$ cat config.mk
export PLATFORM = sky130hd
export DESIGN_NAME = ariane_reset_sequencer_flat
export DESIGN_NICKNAME = d
export VERILOG_FILES = /design/src/rtl/ariane_reset_sequencer_pkg.sv /design/src/rtl/ariane_reset_sequencer_if.sv /design/src/rtl/ariane_reset_sequencer_hart_reset_fsm.sv /design/src/rtl/ariane_reset_sequencer.sv /design/src/flat_wrapper.sv
export SDC_FILE = /design/constraint.sdc
export NUM_CORES = 1
export LEC_CHECK = 0
export ABC_CLOCK_PERIOD_IN_PS = 4220
export BUFFER_PORTS_ARGS = -buffer_cell sky130_fd_sc_hd__buf_4
export CAP_MARGIN = 10
export CORE_ASPECT_RATIO = 0.5
export CORE_MARGIN = 1
export CORE_UTILIZATION = 60
export CTS_CLUSTER_DIAMETER = 150
export DETAILED_ROUTE_END_ITERATION = 8
export GPL_TIMING_DRIVEN = 0
export PLACE_DENSITY = 0.81
export SLEW_MARGIN = 20
export SYNTH_ARGS = -nofsm -noshare
export SYNTH_HDL_FRONTEND = slang
export SYNTH_HIERARCHICAL = 1
export SYNTH_SLANG_ARGS = --single-unit
$ cat constraint.sdc
create_clock -name clk_i -period 4.22 [get_ports clk_i]
set_clock_uncertainty 0.1 [all_clocks]
set_input_delay 0.422 -clock clk_i [delete_from_list [all_inputs] [get_ports clk_i]]
set_output_delay 0.422 -clock clk_i [all_outputs]
set_load 0.01 [all_outputs]
$ cat src/rtl/ariane_reset_sequencer_pkg.sv
// Shared types for the per-hart reset sequencer: wake policy and hart FSM states.
package reset_seq_pkg;

   typedef enum logic [1:0] {
      WAKE_CNT     = 2'd0,
      WAKE_EVT     = 2'd1,
      WAKE_CNT_EVT = 2'd2
   } wake_mode_e;

   typedef enum logic [2:0] {
      COUNT     = 3'd0,
      WAIT_WAKE = 3'd1,
      STAGGER   = 3'd2,
      RUN       = 3'd3,
      SWRST     = 3'd4
   } hart_state_e;

   function automatic int max_int(input int a, input int b);
      return (a > b) ? a : b;
   endfunction

endpackage

$ cat src/rtl/ariane_reset_sequencer_if.sv
// Tile-side bundle of per-hart wake/re-reset requests, interrupt lines and released core resets.
interface ariane_reset_sequencer_if #(
   parameter int NrHarts = 1,
   parameter int NrIrq   = 2
);
   logic [NrHarts-1:0]       wake_val_i;
   logic [NrHarts-1:0]       sw_rst_req_i;
   logic [NrHarts*NrIrq-1:0] irq_i;
   logic [NrHarts-1:0]       ipi_i;
   logic [NrHarts-1:0]       time_irq_i;
   logic [NrHarts-1:0]       debug_req_i;
   logic [NrHarts-1:0]       hart_rst_no;
   logic [NrHarts*NrIrq-1:0] irq_o;
   logic [NrHarts-1:0]       ipi_o;
   logic [NrHarts-1:0]       time_irq_o;
   logic [NrHarts-1:0]       debug_req_o;
   logic                     all_run_o;

   modport master (
      output wake_val_i, sw_rst_req_i, irq_i, ipi_i, time_irq_i, debug_req_i,
      input  hart_rst_no, irq_o, ipi_o, time_irq_o, debug_req_o, all_run_o
   );

   modport slave (
      input  wake_val_i, sw_rst_req_i, irq_i, ipi_i, time_irq_i, debug_req_i,
      output hart_rst_no, irq_o, ipi_o, time_irq_o, debug_req_o, all_run_o
   );
endinterface

$ cat src/rtl/ariane_reset_sequencer_hart_reset_fsm.sv
// One hart's release sequencing: wait policy, sticky wake latch, stagger/re-reset
// down-counter and the release chain that drives the active-low core reset.
module hart_reset_fsm
   import reset_seq_pkg::*;
#(
   parameter int         NrHarts       = 1,
   parameter int         HartIdx       = 0,
   parameter wake_mode_e WakeMode      = WAKE_CNT,
   parameter int         StaggerCycles = 0,
   parameter int         SwRstCycles   = 16,
   parameter int         SyncStages    = 2
) (
   input  logic clk_i,
   input  logic rst_ni,
   input  logic i_cnt_done,
   input  logic i_wake,
   input  logic i_sw_rst_req,
   output logic o_rst_n
);
   localparam int          StgLoad    = HartIdx * StaggerCycles;
   localparam int          MaxLoad    = max_int((NrHarts - 1) * StaggerCycles, SwRstCycles);
   localparam int          CntW       = $clog2(MaxLoad + 1);
   localparam hart_state_e ResetState = (WakeMode == WAKE_EVT) ? WAIT_WAKE : COUNT;
   // Hart 0 and unstaggered tiles go straight to RUN.
   localparam hart_state_e RelState   = (StgLoad == 0) ? RUN : STAGGER;

   hart_state_e           r_state;
   hart_state_e           w_state_nxt;
   logic [CntW-1:0]       r_cnt;
   logic [CntW-1:0]       w_cnt_nxt;
   logic                  r_wake;
   logic                  w_wake;
   logic                  w_pre_run;
   logic [SyncStages-1:0] r_chain;

   // A pulse on the deciding edge counts as well as one latched earlier.
   assign w_wake    = r_wake | i_wake;
   assign w_pre_run = (r_state == COUNT) | (r_state == WAIT_WAKE) | (r_state == STAGGER);

   // Next state and down-counter load/decrement
   always_comb begin
      w_state_nxt = r_state;
      w_cnt_nxt   = r_cnt;
      case (r_state)
         COUNT: begin
            if (!i_cnt_done) begin
               w_state_nxt = COUNT;
            end else if ((WakeMode == WAKE_CNT_EVT) && !w_wake) begin
               w_state_nxt = WAIT_WAKE;
            end else begin
               w_state_nxt = RelState;
               w_cnt_nxt   = CntW'(StgLoad);
            end
         end
         WAIT_WAKE: begin
            if (w_wake) begin
               w_state_nxt = RelState;
               w_cnt_nxt   = CntW'(StgLoad);
            end else begin
               w_state_nxt = WAIT_WAKE;
            end
         end
         STAGGER: begin
            if (r_cnt <= CntW'(1)) begin
               w_state_nxt = RUN;
            end else begin
               w_cnt_nxt = r_cnt - CntW'(1);
            end
         end
         RUN: begin
            if (i_sw_rst_req) begin
               w_state_nxt = SWRST;
               w_cnt_nxt   = CntW'(SwRstCycles);
            end else begin
               w_state_nxt = RUN;
            end
         end
         SWRST: begin
            if (r_cnt <= CntW'(1)) begin
               w_state_nxt = RUN;
            end else begin
               w_cnt_nxt = r_cnt - CntW'(1);
            end
         end
         default: begin
            w_state_nxt = ResetState;
            w_cnt_nxt   = '0;
         end
      endcase
   end

   // State register, down-counter and sticky wake latch
   always_ff @(posedge clk_i or negedge rst_ni) begin
      if (!rst_ni) begin
         r_state <= ResetState;
         r_cnt   <= '0;
         r_wake  <= 1'b0;
      end else begin
         r_state <= w_state_nxt;
         r_cnt   <= w_cnt_nxt;
         r_wake  <= r_wake | (i_wake & w_pre_run);
      end
   end

   // Release chain: fills with RUN, flushed on the edge that leaves RUN
   always_ff @(posedge clk_i or negedge rst_ni) begin
      if (!rst_ni) begin
         r_chain <= '0;
      end else if ((r_state == RUN) && (w_state_nxt != RUN)) begin
         r_chain <= '0;
      end else begin
         r_chain <= {r_chain[SyncStages-2:0], (r_state == RUN)};
      end
   end

   assign o_rst_n = r_chain[SyncStages-1];

endmodule

$ cat src/rtl/ariane_reset_sequencer.sv
// Per-hart reset release and interrupt conditioning for multi-hart CVA6 tiles.
// Holds the shared SRAM-init counter and interrupt synchronisers; one hart_reset_fsm per hart.
module ariane_reset_sequencer
   import reset_seq_pkg::*;
#(
   parameter int         NrHarts       = 1,
   parameter int         NrIrq         = 2,
   parameter int         WaitCycles    = 32768,
   parameter wake_mode_e WakeMode      = WAKE_CNT,
   parameter int         StaggerCycles = 0,
   parameter int         SwRstCycles   = 16,
   parameter int         SyncStages    = 2
) (
   input  logic                    clk_i,
   input  logic                    rst_ni,
   ariane_reset_sequencer_if.slave bus
);
   localparam int CntW   = $clog2(WaitCycles + 1);
   localparam int NrBits = NrHarts * (NrIrq + 3);

   if (NrHarts < 1) begin : g_bad_harts
      $error("NrHarts must be at least 1");
   end
   if (WaitCycles < 1) begin : g_bad_wait
      $error("WaitCycles must be at least 1");
   end
   if (SwRstCycles < 1) begin : g_bad_swrst
      $error("SwRstCycles must be at least 1");
   end
   if (SyncStages < 2) begin : g_bad_sync
      $error("SyncStages must be at least 2");
   end

   logic [CntW-1:0]                   r_cnt;
   logic                              w_cnt_done;
   logic [NrHarts-1:0]                w_rst_n;
   logic [NrBits-1:0]                 w_async;
   logic [NrBits-1:0]                 w_gate;
   logic [NrBits-1:0]                 w_synced;
   logic [SyncStages-1:0][NrBits-1:0] r_sync;

   // Shared SRAM-init wait counter, saturating at WaitCycles
   always_ff @(posedge clk_i or negedge rst_ni) begin
      if (!rst_ni) begin
         r_cnt <= '0;
      end else if (r_cnt != CntW'(WaitCycles)) begin
         r_cnt <= r_cnt + CntW'(1);
      end else begin
         r_cnt <= r_cnt;
      end
   end

   assign w_cnt_done = (r_cnt == CntW'(WaitCycles));

   for (genvar h = 0; h < NrHarts; h++) begin : g_hart
      hart_reset_fsm #(
         .NrHarts      (NrHarts),
         .HartIdx      (h),
         .WakeMode     (WakeMode),
         .StaggerCycles(StaggerCycles),
         .SwRstCycles  (SwRstCycles),
         .SyncStages   (SyncStages)
      ) u_fsm (
         .clk_i       (clk_i),
         .rst_ni      (rst_ni),
         .i_cnt_done  (w_cnt_done),
         .i_wake      (bus.wake_val_i[h]),
         .i_sw_rst_req(bus.sw_rst_req_i[h]),
         .o_rst_n     (w_rst_n[h])
      );
   end

   // Bit layout: {debug, time, ipi, irq}, each hart-major.
   assign w_async = {bus.debug_req_i, bus.time_irq_i, bus.ipi_i, bus.irq_i};

   // Synchroniser stages for every async line; stage 0 is the capture flop
   always_ff @(posedge clk_i or negedge rst_ni) begin
      if (!rst_ni) begin
         r_sync <= '0;
      end else begin
         r_sync <= {r_sync[SyncStages-2:0], w_async};
      end
   end

   // Per-bit gate: each line follows its own hart's released reset
   always_comb begin
      w_gate = '0;
      for (int h = 0; h < NrHarts; h++) begin
         w_gate[h*NrIrq +: NrIrq] = {NrIrq{w_rst_n[h]}};
      end
      w_gate[NrHarts*NrIrq +: 3*NrHarts] = {3{w_rst_n}};
   end

   assign w_synced        = r_sync[SyncStages-1] & w_gate;
   assign bus.irq_o       = w_synced[0 +: NrHarts*NrIrq];
   assign bus.ipi_o       = w_synced[NrHarts*NrIrq +: NrHarts];
   assign bus.time_irq_o  = w_synced[NrHarts*NrIrq + NrHarts +: NrHarts];
   assign bus.debug_req_o = w_synced[NrHarts*NrIrq + 2*NrHarts +: NrHarts];
   assign bus.hart_rst_no = w_rst_n;
   assign bus.all_run_o   = &w_rst_n;

endmodule
$ cat src/flat_wrapper.sv
// flat-port wrapper written by rule: the top's interface ports become plain ports
module ariane_reset_sequencer_flat import reset_seq_pkg::*;
#(
   parameter int         NrHarts       = 1,
   parameter int         NrIrq         = 2,
   parameter int         WaitCycles    = 32768,
   parameter wake_mode_e WakeMode      = WAKE_CNT,
   parameter int         StaggerCycles = 0,
   parameter int         SwRstCycles   = 16,
   parameter int         SyncStages    = 2
)
  (clk_i, rst_ni, bus_wake_val_i, bus_sw_rst_req_i, bus_irq_i, bus_ipi_i, bus_time_irq_i, bus_debug_req_i, bus_hart_rst_no, bus_irq_o, bus_ipi_o, bus_time_irq_o, bus_debug_req_o, bus_all_run_o);
  ariane_reset_sequencer_if #(.NrHarts(NrHarts), .NrIrq(NrIrq)) bus_i ();
  input  logic clk_i;
  input  logic rst_ni;
  input wire logic [$bits(bus_i.wake_val_i)-1:0] bus_wake_val_i;
  input wire logic [$bits(bus_i.sw_rst_req_i)-1:0] bus_sw_rst_req_i;
  input wire logic [$bits(bus_i.irq_i)-1:0] bus_irq_i;
  input wire logic [$bits(bus_i.ipi_i)-1:0] bus_ipi_i;
  input wire logic [$bits(bus_i.time_irq_i)-1:0] bus_time_irq_i;
  input wire logic [$bits(bus_i.debug_req_i)-1:0] bus_debug_req_i;
  output wire logic [$bits(bus_i.hart_rst_no)-1:0] bus_hart_rst_no;
  output wire logic [$bits(bus_i.irq_o)-1:0] bus_irq_o;
  output wire logic [$bits(bus_i.ipi_o)-1:0] bus_ipi_o;
  output wire logic [$bits(bus_i.time_irq_o)-1:0] bus_time_irq_o;
  output wire logic [$bits(bus_i.debug_req_o)-1:0] bus_debug_req_o;
  output wire logic [$bits(bus_i.all_run_o)-1:0] bus_all_run_o;
  assign bus_i.wake_val_i = bus_wake_val_i;
  assign bus_i.sw_rst_req_i = bus_sw_rst_req_i;
  assign bus_i.irq_i = bus_irq_i;
  assign bus_i.ipi_i = bus_ipi_i;
  assign bus_i.time_irq_i = bus_time_irq_i;
  assign bus_i.debug_req_i = bus_debug_req_i;
  assign bus_hart_rst_no = bus_i.hart_rst_no;
  assign bus_irq_o = bus_i.irq_o;
  assign bus_ipi_o = bus_i.ipi_o;
  assign bus_time_irq_o = bus_i.time_irq_o;
  assign bus_debug_req_o = bus_i.debug_req_o;
  assign bus_all_run_o = bus_i.all_run_o;
  ariane_reset_sequencer #(.NrHarts(NrHarts), .NrIrq(NrIrq), .WaitCycles(WaitCycles), .WakeMode(WakeMode), .StaggerCycles(StaggerCycles), .SwRstCycles(SwRstCycles), .SyncStages(SyncStages)) u_core (.clk_i(clk_i), .rst_ni(rst_ni), .bus(bus_i));
endmodule
# == Word level (Yosys, flattened, before mapping) ==
# Index checks and enable logic that the tools add are counted.
# op_classes
div_mod_pow,0
n_addsub,2
n_mul,0
n_eq_ne,11
mux,11
n_reduce_logical,4
n_bitwise,6
shifts,0
magnitude_cmp,1
# ops
cell,count
$mux W5,4
$pmux W5 S4,1
$add A16 B1 Y16 const B,1
$eq A16 B16 Y1 const B,1
$ne A16 B16 Y1 const B,1
$pmux W3 S4,1
$ne A2 B2 Y1 const B,4
$eq A3 B2 Y1 const B,2
$mux W2,3
$mux W3,2
$and A5 B5 Y5,1
$le A5 B1 Y1 const B,1
$sub A5 B1 Y5 const B,1
$or A1 B1 Y1,4
$reduce_and A4 Y1,1
$eq A3 B1 Y1 const B,1
$eq A3 B3 Y1 const B,1
$logic_not A3 Y1,1
$ne A3 B2 Y1 const B,1
$reduce_or A2 Y1,1
$and A1 B1 Y1,1
$logic_and A1 B1 Y1,1
# word_totals
memories,0
regBits,37
latch_bits,0
romBits,0
output_inout_bits,7
inputBits,9
mem_bits_rw,0

# == Depth between registers and ports, before layout ==
# Gate-level depths: netlist of run 1.
# depth
depth_word,6
depth_mapped,10

# == Hierarchy ==
# The synthesis of run 1 kept the hierarchy.
# modules_own_cells
module,n_inst,area_per_inst_um2,seq_area_each_um2,cells_each
ariane_reset_sequencer,1,1051.0,650.6,82
hart_reset_fsm,1,625.6,275.3,66

# == Worst setup path after synthesis of run 1 ==
# No wires, ideal clock.
# synth_timing
path_type,register to register
startpoint,reg u_core.r_cnt[0]
endpoint,reg u_core.g_hart[0].u_fsm.r_cnt[1]
n_path_buf,0
period_less_slack_ns,2.089
arrival_time_ns,1.912
slack_ns,2.131
stages_incl_launch_ff,11
cell_sequence,dfrtp_1 inv_1 ha_1 nor4b_1 nand4_1 inv_1 nor4_1 a31oi_2 o21ai_2 or4_1 o21ai_1
# synth_via
elab_chain_len,3
# synth_lines
item,line,text
"start, declared",ariane_reset_sequencer.sv:34,logic [CntW-1:0] r_cnt;
"start signal, assigned",ariane_reset_sequencer.sv:47,r_cnt <= r_cnt + CntW'(1);
"start signal, assigned",ariane_reset_sequencer.sv:49,r_cnt <= r_cnt;
$eq A16 B16 Y1,ariane_reset_sequencer.sv:53,assign w_cnt_done = (r_cnt == CntW'(WaitCycles));
via u_core.w_cnt_done,ariane_reset_sequencer.sv:35,logic w_cnt_done;
$ne A2 B2 Y1 (no source line),--,
$reduce_and A4 Y1 (no source line),--,
"end signal, assigned",ariane_reset_sequencer_hart_reset_fsm.sv:100,r_cnt <= w_cnt_nxt;
"end, declared",ariane_reset_sequencer_hart_reset_fsm.sv:29,logic [CntW-1:0] r_cnt;
# The timed path passes the listed nets, and every way through them passes these cells.
# A chain may end at the register's enable or synchronous reset.

# == Worst setup path in the final report of run 1 ==
# layout_timing
startpoint,reg u_core.r_cnt[0]
endpoint,reg u_core.g_hart[0].u_fsm.r_cnt[2]
# Same word-level chain as after synthesis.

==> impl_metrics.csv, run 1 <==
group,metric,value,unit
layout,fillers,193,
setup_path,r2r-start,"u_core/r_cnt[0]",
setup_path,start_kind,"flip-flop",
clock_tree,cts_post_setup_buffers_inserted,0,
setup_path,worstPathRequired,4.32,ns
global_route,grt_max_degree,38,
synth,synthDistinctLibCells,43,
clock_tree,clk_path_buf_depth,2,
clock_tree,cts_made_buffers,5,
drt,vias_per_cell,5.41,
drt,drc_errors,0,
global_route,grt_pass1_vias,1041,
clock_tree,cts_sinks,37,
setup_path,reg2reg_slack,1.72,ns
global_route,grt_use_total,20.7,%
place,hpwl,1850,µm
timing,period_share,59.1,%
drt,wl_per_cell,12.5,µm
synth,netlist_area,1680,µm²
timing,finalHoldViolations,37,
clock_tree,clk_pin_slew,0.07,ns
synth,synth_nets,161,
clock_tree,ctsHoldBuffers,0,
layout,antenna_cells,0,
timing,rsz0062_at_grt,"false",
timing,fin_tns_setup,0,ns
power,powerDensity,314,nW/µm²
synth,synth_area_per_cell,11.3,µm²
die,pin_count,16,
die,start_util,64.0,%
flow_run,maxCapViolations,0,
run_status,violations,"hold timing",
setup_path,crit_arrival,2.60,ns
die,die_area,3020,µm²
die,dieHeight,39.4,µm
synth,synth_cells,148,
layout,final_common_cell,"dfrtp_1",
place,gp_congestion,0.786,
hold_path,hold_class,"in2async",
clock_tree,cts_tree,"done",
setup_path,crit_start,"u_core/r_cnt[0]",
setup_path,rr_endpoint,"u_core/g_hart[0].u_fsm/r_cnt[2]",
die,die-width,76.8,µm
drt,vias,1126,
synth,ys_warn_count,6,
layout,area_delta_synth_final,14.4,%
synth,ys_ff_latch,37,
place,io_buffers,15,
clock_tree,cts_resized,0,
die,core_area,2620,µm²
global_route,grt_pass1_wl,4530,µm
timing,tightest_slew,0.447,ns
setup_path,worstRegToRegCells,10,
setup_path,critPathMaxFanout,7,
timing,finalMaxSlewViolations,0,
drt,drtPass1Iterations,4,
timing,maxSlewHeadroom,70.1,%
drt,ant_nets,0,
synth,ys.flop_type,"dfrtp_1",
clock_tree,cts_root_buffer,"clkbuf_8",
synth,async_flop_share,100,%
power,p_leak,0.895,nW
layout,nets,183,
power,irDropWorstVdd,0.198,mV
drt,drtIter0Drc,65,
synth,yosysSeqAreaShare,55.2,%
timing,max_freq,401,MHz
clock_tree,clk_latency,0.28,ns
power,total_power,0.000602,W
timing,setup_viol,0,
timing,fin_crit,2.50,ns
run_status,status,"finished with violations",
global_route,antenna_found_initial,0,
synth,synth_edf_count,0,
setup_path,endpoint_kind,"flip-flop",
die,rows,13,
layout,layout_common_cells,"dfrtp_1 (37), buf_4 (16), nor2_1 (11)",
layout,drive_gt1_share,23.4,%
timing,fin_hold_ws,-0.0145,ns
drt,drt-total-wl,2610,µm
setup_path,critPathKind,"reg2reg",
clock_tree,htree_levels,2,
global_route,grt_overflow,0,
-- flip-flops by register name (all words and copies together) (netlist names) --
register	flops
u_core/r_sync	10
u_core/g_hart.u_fsm/r_state	3
u_core/r_cnt	16
u_core/g_hart.u_fsm/r_wake	1
u_core/g_hart.u_fsm/r_cnt	5
u_core/g_hart.u_fsm/r_chain	2
-- cell families (layout without fill, tap and decap cells) --
kind of cell / after synthesis / after routing / share of synthesized area [%]
and+or+nand+nor: 57 / 57 / 19.9
xor gates and xnor gates: 15 / 15 / 8.28
muxes: 2 / 2 / 1.19
AOI/OAI and AO/OA: 21 / 21 / 8.58
buffers and inverters: 12 / 35 / 3.88
DFF: 37 / 37 / 55.2
adders and majority gates: 4 / 4 / 2.99
-- power by group --
group	total [W]	switching [W]	internal (W)	leakage, nW
logic	0.0000120	0.00000733	0.00000471	0.376
registers	0.000360	0.00000103	0.000359	0.474
clock network	0.000230	0.000115	0.000114	0.0450
total	0.000602	0.000124	0.000478	0.895
-- final cells by class --
class                           count  area (µm²)  area share, %
Buffer                              4        35.0           1.83
Clock buffer                        6        72.6           3.78
Clock inverter                      2        10.0          0.522
Inverter                            8        30.0           1.57
Multi-Input combinational cell     99         686           35.7
Sequential cell                    37         926           48.3
Tap cell                           37        46.3           2.41
Timing Repair Buffer               15         113           5.87
-- stage by stage --
stage / std cells / utilization, % / worst slack (ns) / hold WS, ns / area [µm²]
floorplan: 148 / - / 2.13 / 0.0264 / 1680
global placement: 200 / 70.1 / 1.85 / 0.232 / 1840
detailed placement: 200 / 70.1 / 1.76 / 0.236 / 1840
CTS: 208 / 73.2 / 1.73 / 0.000729 / 1920
global route: 208 / 73.2 / 1.48 / 0.0153 / 1920
finish: 208 / 73.2 / 1.72 / -0.0145 / 1920
-- worst max-delay path by stage --
stage	end	slack, ns	cells past startpoint
floorplan	u_core/g_hart[0].u_fsm/r_cnt[1]	2.13	10
global placement	u_core/g_hart[0].u_fsm/r_cnt[2]	1.85	10
detailed placement	u_core/g_hart[0].u_fsm/r_cnt[3]	1.76	10
CTS	u_core/g_hart[0].u_fsm/r_cnt[2]	1.73	10
global route	u_core/g_hart[0].u_fsm/r_cnt[1]	1.48	10
finish	u_core/g_hart[0].u_fsm/r_cnt[2]	1.72	10
-- synth_stat cells, types with 2 or more instances --
cell      count  share of area [%]
and4_4        2                1.3
o21ai_1       5                1.5
nand2b_1      2               0.75
nor3_1        4                1.2
mux2i_1       2                1.2
nand2_1       8                1.8
ha_1          4                3.0
nor2_1       11                2.5
a21oi_1       2               0.60
xor2_1        4                2.1
nor4_1        2               0.75
dfrtp_1      37                 55
nand3_1       7                2.1
o21ai_0       3               0.90
o31ai_1       2               0.90
and2_1        6                2.2
inv_1         7                1.6
nand4_1       4                1.5
xnor2_1      10                5.2
nor4b_1       2                1.0
buf_6         2                1.3
-- critical path, cell delays in order, from the launching register on --
cell and delay (ns):
dfrtp_1 0.44, inv_1 0.12, ha_1 0.15, nor4b_1 0.31, nand4_1 0.29, inv_1 0.15
nor4_1 0.07, a31oi_2 0.16, o21ai_2 0.14, or3_4 0.36, o21ai_1 0.14
-- metal layers --
metal	up-vias	GRT usage, %	routed length, µm
met5	-	0	0
met1	551	25.1	1260
li1	557	-	-
met4	0	7.21	19
met2	16	35.9	1240
met3	2	6.98	86
No activity file was read; power rests on OpenSTA's default activity.
==> run 2, diff against run 1 <==
ABC_CLOCK_PERIOD_IN_PS = 2140   (was 4220)
CORE_UTILIZATION = 52   (was 60)
PLACE_DENSITY = 0.74   (was 0.81)
clock period = 2.14 ns   (was 4.22 ns; I/O delays follow)
==> run 2 against run 1 <==
  * The run ends with setup timing left
  * Highest routed layer unchanged
  * Largest cell class unchanged
  * Flip-flop and latch count unchanged
  * Hold slack improved by 0.099 ns
  * Critical path type unchanged
  * Cell count increased by 11%
==> impl_metrics.csv, run 2 (synthesis gave the netlist of run 1 again) <==
group,metric,value,unit
global_route,grt_pass1_wl,5110,µm
clock_tree,htree_levels,2,
hold_path,min_from,"bus_wake_val_i",
global_route,antenna_found_initial,0,
timing,tightest_slew,0.464,ns
timing,period_share,102,%
die,dieHeight,42.2,µm
layout,largest_register_ff_count,16,
power,powerDensity,564,nW/µm²
layout,nets,203,
clock_tree,clk_pin_slew,0.07,ns
drt,drc_errors,0,
setup_path,critPathKind,"reg2reg",
drt,drtIter0Drc,56,
setup_path,crit_arrival,2.30,ns
layout,reg_top3,"u_core/r_cnt: 16 flops, u_core/r_sync: 10 flops, u_core/g_hart.u_fsm/r_cnt: 5 flops",
drt,ant_nets,0,
setup_path,cp_cell_sequence,"inv_2, ha_4, nor4b_4, nand4_1, inv_1, nor4_1, a31oi_2, o21ai_4, or3_4, o21ai_2",
clock_tree,cts_sinks,37,
setup_path,crit_buf_inv,2,
setup_path,start_kind,"flip-flop",
setup_path,crit_family,"simple AND/OR/NAND/NOR gates",
power,p_leak,0.999,nW
layout,fin_cells,230,
die,die-width,82.3,µm
clock_tree,cts_tree,"done",
drt,vias,1227,
place,gp_congestion,0.757,
layout,final_cell_area,2170,µm²
run_status,violations,"setup timing",
timing,rsz0062_at_grt,"true",
die,core_area,3030,µm²
timing,timing.final.ws_setup,-0.0449,ns
die,start_util,55.3,%
setup_path,endpoint_kind,"flip-flop",
setup_path,worstPathRequired,2.25,ns
drt,wl_per_cell,13.6,µm
timing,finalHoldViolations,0,
place,placed_cell_area,1840,µm²
clock_tree,cts_root_buffer,"clkbuf_8",
drt,vias_per_cell,5.33,
clock_tree,clk_path_buf_depth,2,
die,die_area,3470,µm²
timing,setup_viol,4,
place,hpwl,1900,µm
die,pin_count,16,
layout,fin_util,71.5,%
timing,maxSlewHeadroom,69.1,%
run_status,status,"finished with violations",
layout,drive_gt1_share,34.2,%
setup_path,slowest_stage,"dfrtp_1",
place,io_buffers,15,
drt,drtPass1Iterations,6,
layout,layout_common_cells,"dfrtp_1 (35), buf_4 (30), nor2_1 (11)",
power,irDropWorstVdd,0.315,mV
setup_path,critPathMaxFanout,6,
global_route,grt_use_total,20.3,%
layout,antenna_cells,0,
global_route,grt_overflow,0,
global_route,grt_max_degree,38,
clock_tree,clk_latency,0.28,ns
flow_run,maxCapViolations,0,
setup_path,crit_start,"u_core/r_cnt[0]",
setup_path,r2r-start,"u_core/r_cnt[0]",
layout,area_delta_synth_final,29.2,%
layout,regMostFlops,"u_core/r_cnt",
die,rows,14,
timing,fin_crit,2.18,ns
drt,drt-total-wl,3120,µm
global_route,grt_pass1_vias,1158,
layout,final_common_cell,"dfrtp_1",
timing,max_freq,458,MHz
clock_tree,cts_made_buffers,5,
place,dpl.cell_count,203,
setup_path,cp_slowest_stage_delay,0.40,ns
timing,fin_hold_ws,0.0849,ns
timing,finalMaxSlewViolations,0,
hold_path,hold_class,"in2reg",
[run 2: cell types whose count changed in the layout (fill, tap and decap cells not counted), sizes merged]
| cell | previous run | this run |
|---|---|---|
| buf | 19 | 33 |
| clkbuf | 6 | 7 |
| dlygate4sd3 | 0 | 6 |
| clkinv | 2 | 0 |
[run 2: path summary, 6_finish.rpt]
check | slack [ns] | cells past startpoint | end
max | -0.04 | 10 | u_core/g_hart[0].u_fsm/r_cnt[0]
min | 0.08 | 2 | u_core/g_hart[0].u_fsm/r_wake
max reg2reg | -0.04 | 10 | u_core/g_hart[0].u_fsm/r_cnt[0]
min reg2reg | 0.26 | 0 | u_core/r_sync[8]
max in group asynchronous | 1.27 | 2 | u_core/r_cnt[9]
min in group asynchronous | 0.33 | 2 | u_core/r_cnt[10]
[run 2: metrics by stage]
stage	worst slack (ns)	power [W]	TNS (ns)
floorplan	0.0511	0.000723	0
global placement	-0.306	0.000749	-1.34
detailed placement	-0.318	0.000751	-1.36
CTS	-0.00170	0.00124	-0.00170
global route	-0.121	0.00128	-0.516
finish	-0.0449	0.00122	-0.117
[run 2: final cells by class]
| cell class | instances | area, µm² |
|---|---|---|
| buffer | 4 | 35.0 |
| multi-input combinational | 99 | 758 |
| clock buffer | 7 | 86.3 |
| sequential | 37 | 928 |
| timing repair buffer | 35 | 278 |
| tap | 40 | 50.0 |
| fill | 209 | 865 |
| inverter | 8 | 30.0 |
[run 2: power breakdown]
| group | leakage (nW) | internal, W | switching (W) |
|---|---|---|---|
| Combinational | 0.484 | 0.0000164 | 0.0000171 |
| Clock | 0.0443 | 0.000255 | 0.000223 |
| Sequential | 0.471 | 0.000709 | 0.00000247 |
[run 2: timing repair]
item	CTS	global route
pin swaps	1	4
endpoints found under the setup margin	5	7
setup buffers	9	5
hold endpoints to repair	42	0
hold buffers	6	0
resized for setup	6	10
[run 2: layer usage]
metal  global-route usage, %  part of all wire, %  wire length, µm
met1                    26.1                   47             1470
met2                    32.2                   51             1580
met3                    7.17                  1.6               50
met4                    6.32                 0.87               27
met5                       0                    0                0
==> run 3, diff against run 2 <==
CORE_ASPECT_RATIO = 0.9   (was 0.5)
CTS_CLUSTER_SIZE = 14   (was unset)
SLEW_MARGIN = 30   (was 20)
==> run 3 against run 2 <==
  * The flow still finishes with violations (setup timing)
  * Via count fell by 2.3%
  * Count of clock-buffer cells in the layout fell by 1
  * Sequential power barely moved
  * Largest power group unchanged
==> impl_metrics.csv, run 3 (synthesis gave the netlist of run 1 again) <==
group,metric,value,unit
global_route,grt_use_total,20.1,%
layout,nets,196,
power,irDropWorstVdd,0.404,mV
timing,tightest_slew,0.480,ns
drt,ant_nets,0,
flow_run,maxCapViolations,0,
setup_path,rr_endpoint,"u_core/g_hart[0].u_fsm/r_cnt[2]",
global_route,grt_pass1_vias,1183,
drt,wl_per_cell,13.4,µm
layout,area_delta_synth_final,25.7,%
place,hpwl,1910,µm
setup_path,slowest_stage,"dfrtp_1",
timing,finalHoldViolations,0,
setup_path,crit_end,"u_core/g_hart[0].u_fsm/r_cnt[2]",
die,die-width,61.9,µm
setup_path,r2r-start,"u_core/r_cnt[0]",
clock_tree,cts_tree,"done",
run_status,violations,"setup timing",
die,core_area,3070,µm²
drt,drtIter0Drc,75,
timing,rsz0062_at_grt,"true",
place,gp_congestion,0.829,
die,start_util,54.7,%
timing,timing.final.ws_setup,-0.0104,ns
setup_path,critPathKind,"reg2reg",
setup_path,worstRegToRegCells,10,
power,powerDensity,590,nW/µm²
place,io_buffers,15,
clock_tree,clk_pin_slew,0.11,ns
drt,vias_per_cell,5.31,
setup_path,critPathMaxFanout,7,
timing,period_share,100,%
layout,drive_gt1_share,31.5,%
timing,setup_viol,3,
layout,reg_top3,"u_core/r_cnt: 16 flops, u_core/r_sync: 10 flops, u_core/g_hart.u_fsm/r_cnt: 5 flops",
setup_path,crit_start,"u_core/r_cnt[0]",
hold_path,hold_class,"in2reg",
die,dieHeight,55.9,µm
clock_tree,clk_path_buf_depth,2,
clock_tree,cts_root_buffer,"clkbuf_4",
layout,largest_register_ff_count,16,
setup_path,cp_slowest_stage_delay,0.41,ns
layout,final_common_cell,"dfrtp_1",
layout,antenna_cells,0,
drt,vias,1199,
global_route,antenna_found_initial,0,
timing,max_freq,465,MHz
timing,fin_crit,2.15,ns
setup_path,cp_cell_sequence,"inv_2, ha_4, nor4b_4, nand4_1, inv_1, nor4_2, a31oi_2, o21ai_4, or3_4, o21ai_2",
global_route,grt_max_degree,38,
setup_path,start_kind,"flip-flop",
clock_tree,htree_levels,2,
run_status,status,"finished with violations",
die,pin_count,16,
setup_path,reg2reg_slack,-0.01,ns
global_route,grt_overflow,0,
timing,finalMaxSlewViolations,0,
hold_path,min_from,"bus_wake_val_i",
layout,regMostFlops,"u_core/r_cnt",
die,die_area,3460,µm²
timing,fin_hold_ws,0.0330,ns
die,rows,19,
clock_tree,clk_latency,0.33,ns
setup_path,worstPathRequired,2.31,ns
drt,drt-total-wl,3030,µm
clock_tree,cts_made_buffers,5,
drt,drtPass1Iterations,6,
setup_path,endpoint_kind,"flip-flop",
power,p_leak,0.962,nW
layout,layout_common_cells,"dfrtp_1 (37), buf_4 (23), nor2_1 (11)",
power,total_power,0.00124,W
global_route,grt_pass1_wl,4970,µm
timing,maxSlewHeadroom,67.9,%
drt,drc_errors,0,
clock_tree,cts_sinks,37,
setup_path,crit_arrival,2.33,ns
## run 3: critical path: cells and delay by family (launching register included)
kind	cells	cell delay [ns]
compound gates	3	0.50
buf+inv	2	0.21
flops	1	0.41
simple gates	4	0.75
fa+ha+maj	1	0.13
## run 3: how the worst min path moves through the flow
stage,to,slack [ns],cells after the start
3_5_place_dp,u_core/r_sync[9],0.1,1
2_1_floorplan,u_core/g_hart[0].u_fsm/r_chain[0],-0.18,0
3_3_place_gp,u_core/r_sync[9],0.1,1
4_1_cts,u_core/g_hart[0].u_fsm/r_chain[0],0.02,2
6_report,u_core/g_hart[0].u_fsm/r_wake,0.03,2
5_1_grt,u_core/g_hart[0].u_fsm/r_wake,0.005,2
## run 3: routing by layer
metal  track usage, %  vias up  wire length [µm]
met3             8.37        2                92
li1                 -      587                 -
met4             6.03        0                18
met1             25.5      588              1330
met2             31.0       22              1590
met5                0        -                 0
## run 3: cell type report
cell class / instances / area [µm²]
Sequential cell: 37 / 926
Clock buffer: 6 / 51.3
Clock inverter: 2 / 37.5
Multi-Input combinational cell: 99 / 749
Tap cell: 42 / 52.6
Buffer: 4 / 35.0
Timing Repair Buffer: 28 / 225
Fill cell: 229 / 960
Inverter: 8 / 30.0
## run 3: power breakdown
group	switching (W)	leakage (nW)	internal [W]
logic	0.0000170	0.443	0.0000164
clock network	0.000221	0.0445	0.000278
registers	0.00000205	0.474	0.000708
total	0.000240	0.962	0.00100
## run 3: metrics by stage
stage                     area (µm²)  util (%)  setup TNS (ns)  instances  setup slack [ns]
after global routing            2110      68.7          -0.364        226            -0.106
after CTS                       2020      65.9               0        222           0.00724
final                           2110      68.7         -0.0215        226           -0.0104
after global placement          1840      60.1           -1.12        205            -0.263
after floorplan                 1680         -               0        148            0.0511
after detailed placement        1840      60.1           -1.34        205            -0.317
## run 3: timing repair
action,in CTS,in global routing
hold endpoints to repair,42,0
setup endpoints to repair,5,4
setup buffers,3,4
hold buffers,6,0
pin swaps,1,0
gates resized for setup,1,12
